[config.mk]
export PLATFORM = sky130hd
export DESIGN_NAME = booth_mult32
export DESIGN_NICKNAME = d
export VERILOG_FILES = /design/src/rtl/booth_mult32.sv
export SDC_FILE = /design/constraint.sdc
export NUM_CORES = 1
export LEC_CHECK = 0
export ABC_AREA = 1
export CORE_AREA = 5 5 127 129
export CTS_CLUSTER_SIZE = 20
export DETAILED_ROUTE_END_ITERATION = 16
export DIE_AREA = 0 0 132 134
export DONT_BUFFER_PORTS = 1
export GPL_TIMING_DRIVEN = 0
export PLACE_DENSITY = 0.82
export SLEW_MARGIN = 20
export SYNTH_ARGS = -nofsm -noshare
export SYNTH_HDL_FRONTEND = slang
export SYNTH_SLANG_ARGS = --single-unit
[constraint.sdc]
create_clock -name clock -period 6.2 [get_ports clock]
set_input_delay 0.62 -clock clock [delete_from_list [all_inputs] [get_ports clock]]
set_output_delay 0.62 -clock clock [all_outputs]
set_load 0.005 [all_outputs]
[src/rtl/booth_mult32.sv]
// Iterative radix-2 Booth signed multiplier: one add/sub-and-shift step per clock,
// WIDTH steps per product, low WIDTH bits returned with a signed-overflow flag.
module booth_mult32 #(
  parameter int WIDTH = 32,
  parameter int CNT_W = 6
) (
  input  logic             clock,
  input  logic             reset_n,
  input  logic             ctrl_MULT,
  input  logic [WIDTH-1:0] data_operandA,
  input  logic [WIDTH-1:0] data_operandB,
  output logic [WIDTH-1:0] data_result,
  output logic             data_exception,
  output logic             data_resultRDY,
  output logic             busy,
  output logic [1:0]       o_dbg_state
);

  localparam int HW = WIDTH + 1;
  localparam int PW = 2 * WIDTH + 2;

  typedef enum logic [1:0] {
    S_IDLE = 2'd0,
    S_BUSY = 2'd1,
    S_DONE = 2'd2
  } state_t;

  // Handshake: a start is accepted on any edge where ctrl_MULT=1 and the unit is
  // in IDLE or DONE; data_resultRDY is a one-cycle valid with no ready back-pressure.

  state_t           r_state;
  state_t           w_state_next;
  logic [CNT_W-1:0] r_cnt;
  logic [HW-1:0]    r_m;
  logic [PW-1:0]    r_p;
  logic [WIDTH-1:0] r_result;
  logic             r_exc;

  logic             w_start;
  logic             w_last;
  logic             w_busy;
  logic             w_rdy;
  logic [HW-1:0]    w_h;
  logic [WIDTH-1:0] w_l;
  logic             w_q;
  logic [HW-1:0]    w_h_sum;
  logic [PW-1:0]    w_p_next;
  logic             w_exc_next;

  assign w_start = ctrl_MULT && ((r_state == S_IDLE) || (r_state == S_DONE));
  assign w_last  = (r_state == S_BUSY) && (r_cnt == CNT_W'(WIDTH - 1));

  // Product register layout: {H[WIDTH:0], L[WIDTH-1:0], q}
  assign w_h = r_p[PW-1:WIDTH+1];
  assign w_l = r_p[WIDTH:1];
  assign w_q = r_p[0];

  always_comb begin
    w_h_sum = w_h;
    case ({w_l[0], w_q})
      2'b01:   w_h_sum = w_h + r_m;
      2'b10:   w_h_sum = w_h - r_m;
      default: w_h_sum = w_h;
    endcase
  end

  // Arithmetic right shift of {H,L,q}, sign-filled from the updated H
  assign w_p_next   = {w_h_sum[HW-1], w_h_sum, w_l};
  assign w_exc_next = (w_p_next[2*WIDTH:WIDTH+1] != {WIDTH{w_p_next[WIDTH]}});

  always_ff @(posedge clock or negedge reset_n) begin
    if (!reset_n) begin
      r_state <= S_IDLE;
    end else begin
      r_state <= w_state_next;
    end
  end

  always_comb begin
    w_state_next = r_state;
    case (r_state)
      S_IDLE:  if (ctrl_MULT) w_state_next = S_BUSY;
      S_BUSY:  if (w_last) w_state_next = S_DONE;
      S_DONE:  w_state_next = ctrl_MULT ? S_BUSY : S_IDLE;
      default: w_state_next = S_IDLE;
    endcase
  end

  always_comb begin
    w_busy = 1'b0;
    w_rdy  = 1'b0;
    case (r_state)
      S_BUSY:  w_busy = 1'b1;
      S_DONE:  w_rdy  = 1'b1;
      default: begin
        w_busy = 1'b0;
        w_rdy  = 1'b0;
      end
    endcase
  end

  always_ff @(posedge clock or negedge reset_n) begin
    if (!reset_n) begin
      r_cnt    <= '0;
      r_m      <= '0;
      r_p      <= '0;
      r_result <= '0;
      r_exc    <= 1'b0;
    end else if (w_start) begin
      r_m   <= {data_operandA[WIDTH-1], data_operandA};
      r_p   <= {{HW{1'b0}}, data_operandB, 1'b0};
      r_cnt <= '0;
    end else if (r_state == S_BUSY) begin
      r_p   <= w_p_next;
      r_cnt <= r_cnt + 1'b1;
      if (w_last) begin
        r_result <= w_p_next[WIDTH:1];
        r_exc    <= w_exc_next;
      end
    end
  end

  assign data_result    = r_result;
  assign data_exception = r_exc;
  assign data_resultRDY = w_rdy;
  assign busy           = w_busy;
  assign o_dbg_state    = r_state;

endmodule

After elaboration in Yosys (flattened, before gate mapping)
Cells that the tools add are included.
Widths: inputs -> output; s select.
Word-level totals
  register bits: 139
  output and inout bits: 37
  logic and storage cells: 36
  bits of input ports: 67
Operators by class
  add/subtract/negate cells: 3
  reductions and logical operators: 7
  equality and inequality tests: 8
  bitwise gates (word level): 1
  muxes and demuxes: 11
Operator list (number)
  $mux 66: 2
  $pmux 33 s2: 1
  $add 33x33->33: 1
  $sub 33x33->33: 1
  $ne 32x32->1: 1
  $mux 6: 2
  $add 6x1->6 const B: 1
  $eq 6x5->1 const B: 1
  $pmux 2 s3: 1
  $eq 2x1->1 const B: 2
  $eq 2x2->1 const B: 2
  $mux 2: 2
  $ne 2x2->1 const B: 2
  $mux 1: 3
  $reduce_and 3->1: 1
  $logic_and 1x1->1: 2
  $logic_not 2->1: 1
  $reduce_and 2->1: 1
  $reduce_bool 2->1: 1
  $logic_or 1x1->1: 1
  $not 1->1: 1

Depth between registers and ports, before layout
  word-level depth: 5
  gate-level depth with buffers: 33
  gate-level depth less buffers: 33

Worst setup path after synthesis
No wires, ideal clock.
  path kind: register to register
  start: reg r_m[3]
  end: reg r_exc, in the netlist data_exception
  clock period less this slack: 3.395 ns
  buffers on the path: 0
  data arrival time: 3.283 ns
  required time: 6.087 ns
  cell stages (with the launch flop): 32
  library setup time: 0.113 ns
  slack: 2.805 ns
  cell sequence: dfrtp_1 -> nor2_2 -> nand4_2 -> nor2_2 -> nand3_2 -> nor2_2 -> nand3_2 -> or2_4 -> nor2_4 -> nand2_1 -> nand2_1 -> xor2_1 -> inv_1 -> ha_1 -> nand2_1 -> inv_1 -> a21oi_1 -> nand2_1 -> nand2_1 -> nand2_1 -> a21oi_1 -> nand3_1 -> nand2_1 -> nand2_1 -> nand2_1 -> nand2_1 -> nand2_1 -> nand2_1 -> nor2_1 -> nand3_1 -> nand2_1 -> inv_1
On the way
  word-level cells in the longest chain between the ends: 3
  elaborated cells between the ends (all ways): 4
  those cells by class: add/sub (2); eq/ne (1); mux (1)
RTL lines
  start: declaration: line 34  | logic [HW-1:0] r_m;
  start signal: assignment: line 110  | r_m <= {data_operandA[WIDTH-1], data_operandA};
  $sub 33x33->33 / $add 33x33->33 (equally long branches): line 62, 61
  $pmux 33 s2 *: line 60  | case ({w_l[0], w_q})
  $ne 32x32->1 *: line 69  | assign w_exc_next = (w_p_next[2*WIDTH:WIDTH+1] != {WIDTH{w_p_next[WIDTH]}});
  end signal: assignment: line 118  | r_exc <= w_exc_next;
  end: declaration: line 37  | logic r_exc;
Every way passes the cells marked *; elsewhere a longest branch is shown, timed or not.
A chain may end at the register's enable or synchronous reset.

Worst setup path in the final report
  start: reg r_m[0]
  end: reg r_exc, in the netlist data_exception
The elaborated chain is that of the path after synthesis.

==> metrics.yaml <==
floorplan:
  dieArea_um2: 17700
  core_area_um2: 14900
  row_count: 45
  dieWidth_um: 132
  ios: 104
  initial_core_util: 0.629
  die-height_um: 134
clock_tree:
  clk_latency_ns: 0.42
  clk_pin_slew_ns: 0.06
  clkSinkCount: 138
  htree_num_levels: 4
  cts.root.buffer_cell: "clkbuf_16"
  cts_buffer_depth: 2
  cts_buffers: 17
  post_cts_resize_count: 0
  cts_setup_buffers: 0
  cts_tree: "done"
  hold_buffers: 1
cells_and_area:
  layout.nets: 1512
  syn_to_final_growth_pct: 9.24
  final_cell_mix: "nand2_1, inv_1, dfrtp_1, nand3_1, nor2_1"
  drive_gt1_frac: 0.0506
  fill_cells: 1201
  diodes: 0
  layout.cells.most_common: "nand2_1"
  final_util: 0.687
sta:
  tightest_slew_ns: 0.738
  fin_crit_sh: 0.703
  skew_ns: 0.00992
  hold_slack_ns: 0.185
  final_hold_viol_count: 0
  fin_ws_ns: 1.84
  min_period_ns: 4.36
  setup_tns_ns: 0
  setup_violations: 0
  rsz0062_at_grt: "no"
  maxSlewHeadroom: 0.508
  finalMaxSlewViolations: 0
  max_freq_mhz: 229
grt:
  grt_pass1_vias: 8891
  grt.met2_usage: 0.487
  overflow: 0
  use_met1: 0.368
  grt_pass1_wl_um: 42800
  grt_max_degree: 139
  grt_busiest_layer: "met2"
  antenna_found_initial: 0
  grt_util_met3: 0.0870
  track_usage: 0.295
synth:
  netlist_area_um2: 9380
  synth.area.top_cells: "dfrtp_1, nand2_1, inv_1, nand3_1, ha_1"
  ys.flop_type: "dfrtp_1"
  synth.largest_area_cell: "dfrtp_1"
  synth_edf_count: 0
  ys_ff_latch: 138
  yosysWarnings: 0
  async_flop_share: 1.00
  synth.net_count: 1492
  synth_cell_types: 40
  synthCells: 1389
  ys_seq_area_frac: 0.368
  syn_area_per_cell_um2: 6.76
  yosys.area.top_type_share: 0.368
setup_path:
  crit_path_start_kind: "flop"
  crit_arrival_ns: 4.68
  crit_type: "reg2reg"
  reg2reg_slack_ns: 1.84
  cp-end-kind: "flop"
  worst_ep_required_time_ns: 6.51
  crit_fanout: 5
run:
  drv_cap: 0
routing:
  detail_route.iter0.violations: 1030
  avgViaCountPerCell: 5.72
  drc: 0
  wirelength_um: 25900
  post_drt_wl_per_cell_um: 16.1
  drtPass1Iterations: 5
  vias: 9202
  postRouteAntennaNets: 0
status:
  outcome: "complete, no violations"
placement:
  portBuffers: 0
  place_ws_ns: 1.98
  hpwl_um: 20000
  gp_congestion: 0.922
hold_path:
  hold_path.class: "in2async"
==> layout make-up <==
cell class	count	area, µm²	share of cell area
multi-input cells	982	4910	0.479
well taps	188	235	0.0229
plain buffers	44	175	0.0171
clock inverters	12	138	0.0134
clock buffers	20	467	0.0455
flip-flops and latches	138	3450	0.337
inverters	225	845	0.0824
repair buffers	1	27.5	0.00269
==> critical path, stage by stage (launching register included) <==
cell and delay [ns]:
dfrtp_1 0.39, inv_1 0.13, ha_1 0.19, nand2_1 0.10
nor2_2 0.25, nand2_1 0.16, o21ai_0 0.28, o21ai_0 0.21
xnor2_1 0.34, ha_1 0.35, nand2_1 0.13, inv_1 0.04
a21oi_1 0.31, nand2_1 0.11, nand2_1 0.07, nand2_1 0.06
a21oi_1 0.29, nand2_1 0.13, nand3_1 0.10, nand2_1 0.05
nand2_1 0.05, nand2_1 0.05, nand2_1 0.06, nand2_1 0.04
nor2_1 0.15, nand3_1 0.11, nand2_1 0.08, inv_1 0.04
==> metal layers <==
layer | share of wire | up-vias
met1 | 0.40 | 4278
met2 | 0.47 | 384
li1 | - | 4478
met3 | 0.10 | 62
met5 | 0 | -
met4 | 0.031 | 0
==> cells by family after synthesis <==
logic type | share of synthesized area
DFF | 0.368
AOI/OAI and AO/OA | 0.121
adders and majority gates | 0.0488
and+or+nand+nor | 0.325
buffers and inverters | 0.109
xor gates and xnor gates | 0.0289
==> synth_stat cells, types with 6 or more instances <==
library cell and instances:
dfrtp_1 138, o221ai_1 32, nand4_1 16, xnor2_1 12
a21oi_1 31, a31oi_1 6, nor3_1 10, o22ai_1 27
nor2_1 91, ha_1 35, nand3_1 101, o21ai_0 67
o21bai_1 7, nand2_1 484, xor2_1 19, clkbuf_1 35
nor2_2 9, inv_1 221
==> flip-flops by register name, indices dropped and copies added (netlist names) <==
name            cells
r_cnt               6
r_p                65
o_dbg_state         2
data_result        32
r_m                32
data_exception      1
==> per-stage QoR <==
step / area (µm²) / instances
global route: 10200 / 1610
floorplan: 9380 / 1389
global placement: 9620 / 1577
finish: 10200 / 1610
detailed placement: 9620 / 1577
CTS: 10200 / 1610
==> path summary, 6_finish.rpt <==
path	startpoint	to	cells after the start
worst min-delay path	reset_n	r_m[9]$_DFFE_PN0P_	1
worst min register to register	data_result[27]$_DFFE_PN0P_	data_result[27]$_DFFE_PN0P_	2
worst max register to register	r_m[0]$_DFFE_PN0P_	data_exception$_DFFE_PN0P_	27
worst max-delay path	r_m[0]$_DFFE_PN0P_	data_exception$_DFFE_PN0P_	27
min in group clock	data_operandA[28]	r_m[28]$_DFFE_PN0P_	2
max in group asynchronous	reset_n	r_m[30]$_DFFE_PN0P_	1
Power is left out: the tool's default activity adds up to more than one toggle a clock period on the data nets, which glitch-free logic cannot reach.
